**config.mk**
```make
export PLATFORM = sky130hd
export DESIGN_NAME = sort_out_serializer
export DESIGN_NICKNAME = d
export VERILOG_FILES = /design/src/rtl/sort_out_serializer_pkg.sv /design/src/rtl/sort_out_serializer_beat_buf.sv /design/src/rtl/sort_out_serializer.sv
export SDC_FILE = /design/constraint.sdc
export NUM_CORES = 1
export LEC_CHECK = 0
export BUFFER_PORTS_ARGS = -buffer_cell sky130_fd_sc_hd__buf_4
export CELL_PAD_IN_SITES_DETAIL_PLACEMENT = 1
export CELL_PAD_IN_SITES_GLOBAL_PLACEMENT = 1
export CORE_MARGIN = 1.5
export CORE_UTILIZATION = 28
export CTS_BUF_LIST = sky130_fd_sc_hd__clkbuf_4
export DETAILED_ROUTE_END_ITERATION = 16
export GPL_TIMING_DRIVEN = 0
export PLACE_DENSITY_LB_ADDON = 0.08
export SYNTH_ARGS = -nofsm -noshare
export SYNTH_HDL_FRONTEND = slang
export SYNTH_SLANG_ARGS = --single-unit
```
**constraint.sdc**
```tcl
create_clock -name clk -period 3 [get_ports clk]
set_input_delay 0.45 -clock clk [delete_from_list [all_inputs] [get_ports clk]]
set_output_delay 0.45 -clock clk [all_outputs]
set_load 0.03 [all_outputs]
```
**src/rtl/sort_out_serializer_pkg.sv**
```systemverilog
// Shared definitions for the sorter output serializer.
// Holds the default geometry (element width, lanes per beat, batch size),
// the derived beat count and index width, the read-FSM state type, and a
// helper that extracts the k-th W-bit lane from a packed sorter beat.
package sort_out_serializer_pkg;

    localparam int SOS_W     = 6;
    localparam int SOS_P     = 16;
    localparam int SOS_N     = 32;
    localparam int SOS_BEATS = SOS_N / SOS_P;
    localparam int SOS_IW    = $clog2(SOS_N);

    typedef enum logic {
        ST_IDLE  = 1'b0,
        ST_SHIFT = 1'b1
    } rd_state_e;

    // Lane k of a packed beat; lane 0 (DO1) sits in the least significant bits.
    function automatic logic [SOS_W-1:0] lane_slice(input logic [SOS_P*SOS_W-1:0] bus,
                                                    input int unsigned k);
        return bus[k*SOS_W +: SOS_W];
    endfunction

endpackage

```
**src/rtl/sort_out_serializer_beat_buf.sv**
```systemverilog
// sort_beat_buf: two-slot ping-pong store for sorter beats.
// Ports:
//   clk, rst          clock, asynchronous active-low reset
//   wr_en, wr_data    beat presented by the sorter (already gated by valid && en)
//   rd_free           release the slot at rd_ptr this edge
//   rd_lane, rd_data  lane select into the slot at rd_ptr
//   occ, occ_next     current occupancy and the value it takes at the next edge
//   overflow          sticky: a beat was presented while both slots were full
module sort_beat_buf
    import sort_out_serializer_pkg::*;
#(
    parameter int W  = SOS_W,
    parameter int P  = SOS_P,
    parameter int LW = (P > 1) ? $clog2(P) : 1
) (
    input  logic          clk,
    input  logic          rst,
    input  logic          wr_en,
    input  logic [P*W-1:0] wr_data,
    input  logic          rd_free,
    input  logic [LW-1:0] rd_lane,
    output logic [W-1:0]  rd_data,
    output logic [1:0]    occ,
    output logic [1:0]    occ_next,
    output logic          overflow
);

    logic [P*W-1:0] slot_q [2];
    logic [P*W-1:0] slot_d [2];
    logic           wr_ptr_q, wr_ptr_d;
    logic           rd_ptr_q, rd_ptr_d;
    logic [1:0]     occ_q, occ_d;
    logic           overflow_q, overflow_d;
    logic           full;
    logic           wr_ok;

    // Room is judged on the occupancy before the edge, so a slot released
    // on the same edge never admits a beat that arrives while full.
    assign full  = (occ_q == 2'd2);
    assign wr_ok = wr_en && !full;

    always_comb begin
        slot_d     = slot_q;
        wr_ptr_d   = wr_ptr_q;
        rd_ptr_d   = rd_ptr_q;
        occ_d      = occ_q;
        overflow_d = overflow_q;

        if (wr_ok) begin
            slot_d[wr_ptr_q] = wr_data;
            wr_ptr_d         = ~wr_ptr_q;
        end
        if (wr_en && full) begin
            overflow_d = 1'b1;
        end
        if (rd_free) begin
            rd_ptr_d = ~rd_ptr_q;
        end

        case ({wr_ok, rd_free})
            2'b10:   occ_d = occ_q + 2'd1;
            2'b01:   occ_d = occ_q - 2'd1;
            default: occ_d = occ_q;
        endcase
    end

    always_ff @(posedge clk or negedge rst) begin
        if (!rst) begin
            slot_q[0]  <= '0;
            slot_q[1]  <= '0;
            wr_ptr_q   <= 1'b0;
            rd_ptr_q   <= 1'b0;
            occ_q      <= 2'd0;
            overflow_q <= 1'b0;
        end else begin
            slot_q     <= slot_d;
            wr_ptr_q   <= wr_ptr_d;
            rd_ptr_q   <= rd_ptr_d;
            occ_q      <= occ_d;
            overflow_q <= overflow_d;
        end
    end

    assign rd_data  = slot_q[rd_ptr_q][W*rd_lane +: W];
    assign occ      = occ_q;
    assign occ_next = occ_d;
    assign overflow = overflow_q;

endmodule

```
**src/rtl/sort_out_serializer.sv**
```systemverilog
// sort_out_serializer: captures P-lane sorter beats into a ping-pong buffer
// and drains them one element per cycle over a valid/ready stream, tagging
// the first and last element of each N-element batch.
// Ports:
//   clk, rst                      clock, asynchronous active-low reset
//   sin_valid, sin_en, sin_data   sorter Vout, ENout and packed lanes
//   dout, dout_valid, dout_ready  element stream with handshake
//   dout_first, dout_last         element index 0 / N-1 of the batch
//   dout_idx                      element index within the batch
//   overflow                      sticky beat-dropped flag
//   busy                          buffer holds at least one beat
//
// state    | meaning
// ST_IDLE  | no beat being streamed, dout_valid low
// ST_SHIFT | streaming lanes of slot[rd_ptr], dout_valid high
module sort_out_serializer
    import sort_out_serializer_pkg::*;
#(
    parameter int W  = SOS_W,
    parameter int P  = SOS_P,
    parameter int N  = SOS_N,
    parameter int IW = $clog2(N)
) (
    input  logic           clk,
    input  logic           rst,
    input  logic           sin_valid,
    input  logic           sin_en,
    input  logic [P*W-1:0] sin_data,
    output logic [W-1:0]   dout,
    output logic           dout_valid,
    input  logic           dout_ready,
    output logic           dout_first,
    output logic           dout_last,
    output logic [IW-1:0]  dout_idx,
    output logic           overflow,
    output logic           busy
);

    localparam int BEATS = N / P;
    localparam int LW    = (P > 1) ? $clog2(P) : 1;
    localparam int BW    = (BEATS > 1) ? $clog2(BEATS) : 1;

    rd_state_e     state_q, state_d;
    logic [LW-1:0] lane_q, lane_d;
    logic [BW-1:0] beat_cnt_q, beat_cnt_d;
    logic          rd_free;
    logic [W-1:0]  rd_data;
    logic [1:0]    occ;
    logic [1:0]    occ_next;

    sort_beat_buf #(
        .W  (W),
        .P  (P),
        .LW (LW)
    ) u_buf (
        .clk      (clk),
        .rst      (rst),
        .wr_en    (sin_valid && sin_en),
        .wr_data  (sin_data),
        .rd_free  (rd_free),
        .rd_lane  (lane_q),
        .rd_data  (rd_data),
        .occ      (occ),
        .occ_next (occ_next),
        .overflow (overflow)
    );

    always_comb begin
        state_d    = state_q;
        lane_d     = lane_q;
        beat_cnt_d = beat_cnt_q;
        rd_free    = 1'b0;
        dout_valid = 1'b0;

        case (state_q)
            ST_IDLE: begin
                if (occ != 2'd0) begin
                    state_d = ST_SHIFT;
                end
            end
            ST_SHIFT: begin
                dout_valid = 1'b1;
                if (dout_ready) begin
                    if (lane_q == LW'(P-1)) begin
                        lane_d     = '0;
                        rd_free    = 1'b1;
                        beat_cnt_d = (beat_cnt_q == BW'(BEATS-1)) ? '0 : beat_cnt_q + 1'b1;
                        // A beat captured on this same edge keeps the stream
                        // going without a bubble.
                        if (occ_next == 2'd0) begin
                            state_d = ST_IDLE;
                        end
                    end else begin
                        lane_d = lane_q + 1'b1;
                    end
                end
            end
            default: state_d = ST_IDLE;
        endcase
    end

    always_ff @(posedge clk or negedge rst) begin
        if (!rst) begin
            state_q    <= ST_IDLE;
            lane_q     <= '0;
            beat_cnt_q <= '0;
        end else begin
            state_q    <= state_d;
            lane_q     <= lane_d;
            beat_cnt_q <= beat_cnt_d;
        end
    end

    assign dout_idx   = IW'(beat_cnt_q) * IW'(P) + IW'(lane_q);
    assign dout       = dout_valid ? rd_data : '0;
    assign dout_first = dout_valid && (dout_idx == '0);
    assign dout_last  = dout_valid && (dout_idx == IW'(N-1));
    assign busy       = (occ != 2'd0);

endmodule
```
Yosys cells after proc, flatten, opt, wreduce, memory -nomap -nowiden
Cells that the tools add are included.
Word-level totals
  flip-flop bits (word level): 203
  bits in latches: 0
  memory bits (writable): 0
  memory bits (read-only): 0
  bits of input ports: 101
  output and inout bits: 16
  logic and storage cells: 60
  memories: 0
Cells by class
  add/sub/neg operators: 5
  multiply operators: 1
  divide/modulo/power cells: 0
  magnitude comparators: 3
  eq/ne operators: 5
  shift operators: 1
  mux-type cells: 19
  bitwise gates (word level): 5
  reduce and logical (&&, ||, !) cells: 12
Operator list (number)
  two-way mux 96 bit: 4
  bitwise mux 192 bit: 1
  demux 96 bit (select 1 bit): 1
  variable part select 96 x 8 -> 6 bit: 1
  two-way mux 1 bit: 9
  logical AND 1 bit: 6
  multiplier 2 x 4 -> 6 bit (first input constant): 1
  two-way mux 6 bit: 1
  adder 5 x 4 -> 5 bit: 1
  equality test 5 bit (second input constant): 1
  logical NOT 5 bit: 1
  adder 4 x 1 -> 4 bit (second input constant): 1
  equality test 2 bit (second input constant): 2
  equality test 4 bit (second input constant): 1
  >= comparator 2 bit (second input constant): 2
  two-way mux 4 bit: 1
  NOT 1 -> 2 bit: 2
  one-hot mux 2 bit (2 select lines): 1
  NOT 1 bit: 3
  AND reduction 3 bit: 1
  adder 2 x 1 -> 2 bit (second input constant): 1
  equality test 2 x 1 -> 1 bit (second input constant): 1
  logical NOT 2 bit: 1
  less-than comparator 2 x 1 -> 1 bit (second input constant): 1
  6 further kinds: 6

Depth between registers and ports, before layout
Gate-level depths: netlist (run 1).
  depth in word-level cells: 11
  mapped depth: 9
  mapped depth without buffers: 9

By module
From an unflattened synthesis (run 1), not the netlist that was laid out.
Unflattened totals
  cells, all modules: 539
  area total of the unflattened synthesis: 9147.5 um^2
By module, submodules not included
  sort_beat_buf: times used 1, cells an instance 501, area an instance 8765.9 um^2, sequential area each 4929.7 um^2
  sort_out_serializer: times used 1, cells an instance 38, area an instance 381.6 um^2, sequential area each 150.1 um^2

Least setup slack after synthesis (run 1)
Ideal clock, no wire load.
  path kind: register to output
  start: register lane_q[0]
  end: output port dout[0]
  arrival: 2144 ps
  data required time: 2550 ps
  path slack: 406 ps
  cell stages (with the launch flop): 8
  buffers on the path: 3
  cell sequence: dfrtp_1 > buf_2 > buf_2 > nor2_1 > clkbuf_1 > a221oi_1 > o21ai_1 > a31oi_1
On the way
  word-level cells in the longest chain between the ends: 3
RTL lines
  start, declared: RTL line sort_out_serializer.sv:44  | logic [LW-1:0] lane_q, lane_d;
  start signal, assigned: RTL line sort_out_serializer.sv:109  | lane_q <= lane_d;
  multiplier 2 x 4 -> 6 bit: RTL line sort_out_serializer_beat_buf.sv:84  | assign rd_data = slot_q[rd_ptr_q][W*rd_lane +: W];
  variable part select 96 x 8 -> 6 bit: RTL line sort_out_serializer_beat_buf.sv:84
  two-way mux 6 bit: RTL line sort_out_serializer.sv:115  | assign dout = dout_valid ? rd_data : '0;
  end, declared: RTL line sort_out_serializer.sv:29  | output logic [W-1:0] dout,
No other way between the ends.

Worst setup path in the final report (run 1)
  start: register u_buf.rd_ptr_q
  end: output port dout[3]
On the way
  word-level cells in the longest chain between the ends: 6
RTL lines
  start, declared: RTL line sort_out_serializer_beat_buf.sv:31  | logic rd_ptr_q, rd_ptr_d;
  start signal, assigned: RTL line sort_out_serializer_beat_buf.sv:78  | rd_ptr_q <= rd_ptr_d;
  NOT 1 -> 2 bit (implied by the code): RTL line sort_out_serializer_beat_buf.sv:84
  two-way mux 96 bit (implied by the code) (3 in series): RTL line sort_out_serializer_beat_buf.sv:84
  variable part select 96 x 8 -> 6 bit: RTL line sort_out_serializer_beat_buf.sv:84
  two-way mux 6 bit: RTL line sort_out_serializer.sv:115
No other way between the ends. The select of a mux whose other input is x is not followed.

==> results_dict.tcl, run 1 <==
set metrics [dict create \
    outcome "finished with violations" \
    violations "setup timing" \
    grt_pass1_wl_um 43980 \
    irDropWorstVdd_mv 0.7152 \
    leakagePower_nw 5.614 \
    path_clk_slew_ps 60 \
    cts_buffer_depth 3 \
    ys.flop_type "dfrtp_1" \
    synth_area_um2 9379 \
    design_area_um2 12980 \
    rr_worst_depth 5 \
    ys_types 43 \
    die-area_um2 34600 \
    initial_core_util_pct 28.61 \
    totalWireLength_um 29270 \
    finalPower_w 0.01363 \
    hold_viol 0 \
    synth-simple-area-share_pct 2.455 \
    rsz0062_at_grt "true" \
    io_buffers 116 \
    postSynthAreaPerCell_um2 15.35 \
    async_flop_share_pct 100.0 \
    min_path_type "input port to async pin" \
    relSlewSlack_pct 45.95 \
    area_growth_pct 38.41 \
    gr-usage-all-layers_pct 17.44 \
    startpoint_type "flip-flop" \
    synth_compound_area_share_pct 3.282 \
    synthAdderAreaFrac_pct 0.4002 \
    crit_chain "buf_12 -> buf_12 -> mux4_2 -> mux2_4 -> o221ai_4 -> a31oi_4 -> buf_6" \
    r2r_setup_slack_ps 660 \
    synth_top_family_by_area "multiplexers" \
    drt_iter0_drc 180 \
    htreeDepth 2 \
    cts_tree "built" \
    period_share_pct 106.2 \
    grt_max_degree 106 \
    place_area_um2 10840 \
    maxSlewViolCount 0 \
    antenna_found_initial 1 \
    fin_util_pct 39.60 \
    synth_xor_area_share_pct 0.6537 \
    yosysSeqAreaShare_pct 54.16 \
    synth_edf_count 0 \
    yosys_warnings 0 \
    fillers 3446 \
    rows 66 \
    postSynthNetCount 715 \
    place_inst 1170 \
    cp.required_ps 2550 \
    p_per_area_nw_per_um2 1050 \
    slowest_stage "mux4_2" \
    setup_slack_ps -185.5 \
    slowest_delay_ps 510 \
    ys_seq_elements 203 \
    drc 0 \
    cts_made_buffers 60 \
    final_cell_count_no_fill 1384 \
    cp_max_fo 7 \
    die_w_um 186.0 \
    place_congestion 0.7444 \
    clock_latency_ps 740 \
    hpwlAfterDp_um 19880 \
    layout_common_cells "dfrtp_1 (202), mux2_1 (162), buf_4 (116)" \
    layout-drive-gt1-share_pct 37.09 \
    syn-instance-count 611 \
    ant_nets 0 \
    wl_per_cell_um 21.15 \
    vias_per_cell 4.684 \
    max-cap-violations 0 \
    overflow 0 \
    fin_crit_ps 3186 \
    drt_pass1_iterations 4 \
    via_count 6483 \
    synthMuxAreaShare_pct 35.85 \
    cts-root-buf "clkbuf_4" \
    fmax_mhz 313.9 \
    numClockSinks 203 \
    crit_top_cell "buf_12" \
    grt_pass1_vias 7330 \
    worst_pin_slew_ps 810.8 \
    end_kind "primary output" \
    path_class "flip-flop to primary output" \
    arrival_ps 2740 \
    fin_skew_ps 54.78 \
    dp_slack_ps -203.4 \
    dieHeight_um 186.0 \
    final_common_cell "dfrtp_1" \
    coreArea_um2 32780 \
    ios 117 \
    final_nets 1000 \
    setup-violations-final 6 \
]
repair_timing:
item	4_1_cts	5_1_grt
pin swaps	15	8
hold buffers	101	0
gates resized for setup	59	20
endpoints found under the hold margin	294	0
buffers inserted	3	0
setup endpoints to repair	7	6
cloned	1	2
report_power, final:
part	switching, W	internal [W]	total, W
sequential	0.000752	0.00413	0.00488
clock	0.00123	0.00137	0.00260
combinational	0.00297	0.00318	0.00615
cell usage after synthesis (all sizes together) (3+ instances only):
cell type / instances / area, um2
mux2: 201 / 2263
clkbuf: 7 / 26.28
xnor2: 6 / 52.55
nand3: 9 / 45.04
nor2b: 5 / 31.28
nor2: 7 / 28.78
nand2: 8 / 30.03
dfrtp: 203 / 5080
mux4: 28 / 698.2
mux2i: 40 / 400.4
a22oi: 18 / 135.1
a31oi: 4 / 25.02
buf: 35 / 259.0
o221ai: 4 / 35.03
o21ai: 3 / 15.01
inv: 3 / 11.26
ha: 3 / 37.54
final cells by class:
| type | count | area (um2) | share of cell area (%) |
|---|---|---|---|
| Inverter | 4 | 16.27 | 0.1253 |
| Clock buffer | 91 | 683.2 | 5.263 |
| Buffer | 41 | 377.9 | 2.911 |
| Antenna cell | 1 | 2.502 | 0.01928 |
| Tap cell | 442 | 553.0 | 4.260 |
| Timing Repair Buffer | 224 | 2061 | 15.87 |
| Sequential cell | 203 | 5081 | 39.14 |
| Clock inverter | 16 | 70.07 | 0.5398 |
| Multi-Input combinational cell | 362 | 4136 | 31.87 |
stage by stage:
stage | hold WS [ps] | setup TNS (ps)
5_1_grt | 408.3 | -1825
3_3_place_gp | 456.6 | -805.9
2_1_floorplan | 154.4 | 0
6_report | 392.0 | -927.1
4_1_cts | 348.9 | -1659
3_5_place_dp | 470.1 | -866.8
sequential cells by signal, summed over array words and instances (netlist names):
name            flops
beat_cnt_q          1
lane_q              4
u_buf.wr_ptr_q      1
u_buf.occ           2
u_buf.slot_q      192
state_q             1
u_buf.overflow      1
u_buf.rd_ptr_q      1
worst max-delay path, delay by kind of cell (launching register included):
family | cells | cell delay [ps]
buf+inv | 3 | 490
flops | 1 | 370
compound gates | 2 | 310
mux | 2 | 820
logic make-up after synthesis:
| logic type | count (synthesis) |
|---|---|
| buf+inv | 46 |
| mux | 269 |
| flops | 203 |
| simple gates | 42 |
| xor+xnor | 7 |
| fa+ha+maj | 3 |
| compound gates | 41 |
per-layer routing:
metal | wire length, um | global-route usage [%] | vias to the layer above
met5 | 0 | 0 | -
met3 | 1172 | 3.444 | 54
met2 | 14430 | 29.91 | 157
li1 | - | - | 2889
met4 | 616 | 5.645 | 0
met1 | 13040 | 21.97 | 3383
path summary, 6_finish.rpt:
path	from	end
hold / removal	rst	u_buf.slot_q[17]
hold reg to reg	u_buf.slot_q[111]	u_buf.slot_q[111]
max in group asynchronous	rst	u_buf.slot_q[39]
setup reg to reg	u_buf.occ[0]	u_buf.slot_q[60]
min in group clk	sin_data[91]	u_buf.slot_q[91]
setup / recovery	u_buf.rd_ptr_q	dout[3]
(Power assumes the default switching activity.)
==> inputs of run 2 (changes only) <==
--- a/config.mk
+++ b/config.mk
@@ -16,4 +16,5 @@
 export PLACE_DENSITY_LB_ADDON = 0.08
 export SYNTH_ARGS = -nofsm -noshare
 export SYNTH_HDL_FRONTEND = slang
+export SYNTH_HIERARCHICAL = 1
 export SYNTH_SLANG_ARGS = --single-unit
==> run 2 against run 1 <==
  * Critical endpoint is now dout[4]
  * The flow still finishes with violations (setup timing)
  * Sequential share of layout area is 1.5 points higher
  * Global-route usage fell by 0.29 points
  * Cell count down 6.4%
  * Critical path depth rose by 1
  * Flip-flop and latch count is the same
  * Largest power group unchanged
  * First-iteration DRC count fell by 13%
  * Power decreased by 2.7%
  * Count of clock-buffer cells in the layout down 11
  * Routed wire length is 5.2% lower
==> results_dict.tcl, run 2 <==
set metrics [dict create \
    cp.required_ps 2550 \
    maxSlewViolCount 0 \
    relSlewSlack_pct 31.43 \
    drt_pass1_iterations 4 \
    worst_pin_slew_ps 1029 \
    area_growth_pct 36.85 \
    min_path_type "input port to flip-flop" \
    fillers 3403 \
    grt_pass1_vias 6754 \
    cts_made_buffers 59 \
    overflow 0 \
    final_cell_count_no_fill 1295 \
    synth-simple-area-share_pct 1.518 \
    setup_slack_ps -559.7 \
    ios 117 \
    gr-usage-all-layers_pct 17.15 \
    via_count 5964 \
    die_w_um 183.7 \
    synth_area_um2 9148 \
    grt_most_used_layer "met2" \
    rsz0062_at_grt "true" \
    yosys.cell_count.top_type "dfrtp_1" \
    dp_slack_ps -834.4 \
    top_register "u_buf/slot_q" \
    numClockSinks 203 \
    wl_per_cell_um 21.43 \
    hpwlAfterDp_um 19020 \
    yosysSeqAreaShare_pct 55.53 \
    r2r_setup_slack_ps 300 \
    hold_viol 0 \
    p_per_area_nw_per_um2 1060 \
    ys_types 31 \
    fmax_mhz 280.9 \
    leakagePower_nw 5.338 \
    coreArea_um2 32370 \
    cp_max_fo 6 \
    synthAdderAreaFrac_pct 0.4103 \
    final_common_cell "dfrtp_1" \
    initial_core_util_pct 28.26 \
    startpoint "lane_q[0]" \
    yosys_warnings 6 \
    violations "setup timing" \
    arrival_ps 3110 \
    syn-instance-count 539 \
    path_class "flip-flop to primary output" \
    critPathCapture "dout[4]" \
    synth_compound_area_share_pct 0.5608 \
    clock_latency_ps 680 \
    irDropWorstVdd_mv 0.4502 \
    io_buffers 116 \
    die-area_um2 33760 \
    ant_nets 0 \
    antenna_found_initial 1 \
    grt_pass1_wl_um 42150 \
    timing.rr.start "u_buf/occ[0]" \
    crit_chain "buf_12 -> buf_12 -> buf_16 -> mux4_2 -> mux4_2 -> mux2_4 -> and2_4 -> buf_6" \
    async_flop_share_pct 100.0 \
    setup-violations-final 6 \
    cts-root-buf "clkbuf_4" \
    grtUsageMet1_pct 23.39 \
    synth_top_family_by_area "multiplexers" \
    dieHeight_um 183.7 \
    largest_register_ffs 192 \
    synthTopCellsByArea "dfrtp_1 (56%), mux2_2 (24%), mux4_2 (15%)" \
    use_met3_pct 3.189 \
    yosysTopAreaCellShare_pct 55.53 \
    postSynthAreaPerCell_um2 16.97 \
    synthTopCellsByCount "dfrtp_1 (203), mux2_2 (199), mux4_2 (60)" \
    startpoint_type "flip-flop" \
    fin_util_pct 38.67 \
    place_congestion 0.7714 \
    synth.largest_area_cell "dfrtp_1" \
    fin_crit_ps 3560 \
    period_share_pct 118.7 \
    slowest_delay_ps 550 \
    layout_common_cells "dfrtp_1 (201), mux2_2 (195), buf_4 (114)" \
    gr-usage-met2_pct 27.64 \
    slowest_stage "mux4_2" \
    finalPower_w 0.01327 \
    htreeDepth 2 \
    end_kind "primary output" \
    synth_edf_count 0 \
    drc 0 \
    final_nets 925 \
    ys_seq_elements 203 \
    synthMuxAreaShare_pct 39.27 \
    rr_worst_depth 5 \
    layout-drive-gt1-share_pct 58.69 \
    r2r_end "u_buf/slot_q[74]" \
    max-cap-violations 0 \
    grt_max_degree 105 \
    outcome "finished with violations" \
    totalWireLength_um 27760 \
    vias_per_cell 4.605 \
    cts_buffer_depth 3 \
    rows 66 \
    synth_xor_area_share_pct 0.7523 \
    cts_tree "built" \
    path_clk_slew_ps 50 \
    fin_skew_ps 34.31 \
    postSynthNetCount 643 \
    place_inst 1098 \
    drt_iter0_drc 157 \
    ys.flop_type "dfrtp_1" \
]
[run 2: layout make-up]
cell class                      count  area [um2]  area share (%)
Sequential cell                   203        5082           40.60
Multi-Input combinational cell    299        3924           31.34
Timing Repair Buffer              221        2008           16.04
Clock buffer                       80       600.6           4.798
Tap cell                          442       553.0           4.418
Buffer                             35       269.0           2.149
Clock inverter                     12       71.32          0.5697
Inverter                            2       7.507         0.05997
Antenna cell                        1       2.502         0.01999
[run 2: cells by family (layout without fill, tap and decap cells)]
logic type | after synthesis | count (layout)
DFF | 203 | 203
adders and majority gates | 3 | 3
and+or+nand+nor | 23 | 23
xor gates and xnor gates | 7 | 7
other | 0 | 1
AOI/OAI and AO/OA | 7 | 7
muxes | 259 | 259
buffers and inverters | 37 | 350
[run 2: worst min path at each step]
| stage | start | to | slack (ps) | depth (start not counted) |
|---|---|---|---|---|
| 5_1_grt | sin_data[18] | u_buf/slot_q[114] | 20 | 2 |
| 2_1_floorplan | rst | beat_cnt_q | 150 | 0 |
| 3_3_place_gp | u_buf/overflow | u_buf/overflow | 440 | 1 |
| 6_report | sin_data[12] | u_buf/slot_q[12] | 70 | 2 |
| 3_5_place_dp | u_buf/overflow | u_buf/overflow | 450 | 1 |
| 4_1_cts | sin_data[18] | u_buf/slot_q[18] | 0.4 | 2 |
[run 2: what timing repair did]
item,CTS,global route
setup endpoints to repair,6,46
setup buffers,8,0
endpoints found under the hold margin,283,0
hold buffers,95,0
gates resized for setup,61,1
gates cloned,2,0
[run 2: per-layer routing]
metal	routed length (um)	part of all wire [%]
met1	12740	46
met2	13320	48
met3	1036	3.7
met4	659	2.4
met5	0	0
[run 2: worst max-delay path: cells and delay by family (launching register included)]
| family | cells | cell delay [ps] |
|---|---|---|
| muxes | 3 | 1310 |
| buffers and inverters | 4 | 530 |
| DFF | 1 | 440 |
| and+or+nand+nor | 1 | 160 |
[run 2: power by group]
group / total, W / internal, W / switching (W) / leakage, nW
clock: 0.00244 / 0.00129 / 0.00115 / 0.402
sequential: 0.00494 / 0.00413 / 0.000812 / 2.41
combinational: 0.00589 / 0.00345 / 0.00244 / 2.53
[run 2: through the flow]
stage	hold WS (ps)	setup TNS (ps)	area, um2
after floorplan	154.4	0	9148
after global placement	441.2	-6633	10570
after detailed placement	454.7	-7558	10610
after CTS	0.4187	-3669	12540
after global routing	16.01	-3907	12520
final	68.11	-3160	12520
==> inputs of run 3 (changes only) <==
==> constraint.sdc (replaced) <==
create_clock -name clk -period 3 [get_ports clk]
set_input_delay 0.15 -clock clk [delete_from_list [all_inputs] [get_ports clk]]
set_output_delay 0.15 -clock clk [all_outputs]
set_load 0.03 [all_outputs]
==> run 3 against run 2 <==
  * The flow still finishes with violations (setup timing)
  * Via count increased by 0.69%
  * Routed wire length increased by 0.35%
  * Clock skew increased by 3.5 ps
  * Sequential share of layout area decreased by 0.16 points
  * Count of clock-buffer cells in the layout unchanged
  * Flip-flop and latch count unchanged
  * Global-route usage about the same
  * Critical path depth unchanged
  * Worst setup slack improved by 300 ps
  * Worst hold slack improved by 11 ps
==> results_dict.tcl, run 3 (same netlist as run 2, synthesis figures left out) <==
set metrics [dict create \
    outcome "finished with violations" \
    violations "setup timing" \
    power_frac_comb_pct 44.4 \
    wl_per_cell_um 21.43 \
    rsz0062_at_grt "true" \
    r2r_setup_slack_ps 290 \
    final_cell_count_no_fill 1300 \
    max-cap-violations 0 \
    coreArea_um2 32370 \
    area_growth_pct 37.40 \
    gr-usage-all-layers_pct 17.20 \
    path_clk_slew_ps 60 \
    p_per_area_nw_per_um2 1057 \
    grt_pass1_wl_um 42300 \
    die-area_um2 33760 \
    grtUsageMet1_pct 23.43 \
    overflow 0 \
    fin_util_pct 38.83 \
    timing.rr.start "u_buf/occ[0]" \
    layout-drive-gt1-share_pct 58.34 \
    slowest_delay_ps 550 \
    power_frac_seq_pct 37.2 \
    setup-violations-final 6 \
    dieHeight_um 183.7 \
    min_path_type "input port to async pin" \
    antenna_found_initial 1 \
    power.switching_w 0.004413 \
    r2r_end "u_buf/slot_q[74]" \
    dp_slack_ps -534.4 \
    hpwlAfterDp_um 19020 \
    p_int_w 0.008869 \
    drt_iter0_drc 174 \
    fin_skew_ps 37.79 \
    ios 117 \
    die_w_um 183.7 \
    fin_crit_ps 3256 \
    irDropWorstVdd_mv 0.4501 \
    fmax_mhz 307.1 \
    final_nets 930 \
    relSlewSlack_pct 31.59 \
    cts_buffer_depth 3 \
    numClockSinks 203 \
    rows 66 \
    io_buffers 116 \
    arrival_ps 3110 \
    gr-usage-met2_pct 27.76 \
    leakagePower_nw 5.360 \
    initial_core_util_pct 28.26 \
    drc 0 \
    layout_common_cells "dfrtp_1 (201), mux2_2 (195), buf_4 (114)" \
    cp.buffers_inverters 4 \
    largest_register_ffs 192 \
    place_congestion 0.7714 \
    vias_per_cell 4.619 \
    grt_most_used_layer "met2" \
    worst_pin_slew_ps 1026 \
    p_clk_share_pct 18.4 \
    cts-root-buf "clkbuf_4" \
    cts_tree "built" \
    ant_nets 0 \
    top_register "u_buf/slot_q" \
    crit_chain "buf_12 -> buf_12 -> buf_16 -> mux4_2 -> mux4_2 -> mux2_4 -> and2_4 -> buf_6" \
    maxSlewViolCount 0 \
    via_count 6005 \
    hold_ws_ps 79.49 \
    clock_latency_ps 680 \
    end_kind "primary output" \
    grt_pass1_vias 6797 \
    cp_max_fo 6 \
    cp.required_ps 2850 \
    setup_slack_ps -256.0 \
    critPathTopFamily "multiplexers" \
    drt_pass1_iterations 4 \
    place_inst 1098 \
    period_share_pct 108.5 \
    rr_worst_depth 5 \
    cts_made_buffers 59 \
    sw_frac_of_total_pct 33.23 \
    path_class "flip-flop to primary output" \
    htreeDepth 2 \
    use_met3_pct 3.189 \
    slowest_stage "mux4_2" \
    final_common_cell "dfrtp_1" \
    startpoint_type "flip-flop" \
    totalWireLength_um 27850 \
    hold_viol 0 \
    grt_max_degree 105 \
]
## run 3: per-stage QoR
stage / setup TNS [ps] / instance area, um2 / total power, W
finish: -1325 / 12570 / 0.01328
global route: -2107 / 12570 / 0.01409
CTS: -1878 / 12580 / 0.01351
detailed placement: -3017 / 10610 / 0.01034
global placement: -2988 / 10570 / 0.01011
floorplan: 0 / 9148 / 0.008393
## run 3: cell type report
class	instances	area (um2)
Tap cell	442	553.0
Antenna cell	1	2.502
Timing Repair Buffer	226	2058
Fill cell	3403	19800
Inverter	2	7.507
Sequential cell	203	5082
Buffer	35	269.0
Clock buffer	80	600.6
Multi-Input combinational cell	299	3924
Clock inverter	12	71.32
## run 3: repair_timing
action                                  CTS  global route
gates resized for setup                  60             2
cloned                                    2             0
pin swaps                                 0             0
hold buffers                            100             0
hold endpoints to repair                304             0
endpoints found under the setup margin    6            46
buffers inserted                          8             0
## run 3: power by group through the flow
stage | combinational, W | sequential [W] | clock [W]
after floorplan | 0.00370 | 0.00469 | 0
after global placement | 0.00522 | 0.00489 | 0
after detailed placement | 0.00536 | 0.00499 | 0
after CTS | 0.00600 | 0.00495 | 0.00256
after global routing | 0.00624 | 0.00513 | 0.00271
final | 0.00590 | 0.00494 | 0.00244
## run 3: worst max-delay path by stage
stage | depth (start not counted) | slack, ps | startpoint | to
after floorplan | 6 | 310 | lane_q[1] | dout[0]
after global placement | 7 | -530 | lane_q[1] | dout[4]
after detailed placement | 7 | -530 | lane_q[1] | dout[3]
after CTS | 7 | -330 | lane_q[0] | dout[4]
after global routing | 8 | -380 | lane_q[0] | dout[4]
final | 8 | -260 | lane_q[0] | dout[4]
## run 3: routing by layer
| metal | wire length (um) | up-vias |
|---|---|---|
| li1 | - | 2638 |
| met1 | 12720 | 3182 |
| met2 | 13420 | 146 |
| met3 | 1075 | 39 |
| met4 | 638 | 0 |
| met5 | 0 | - |
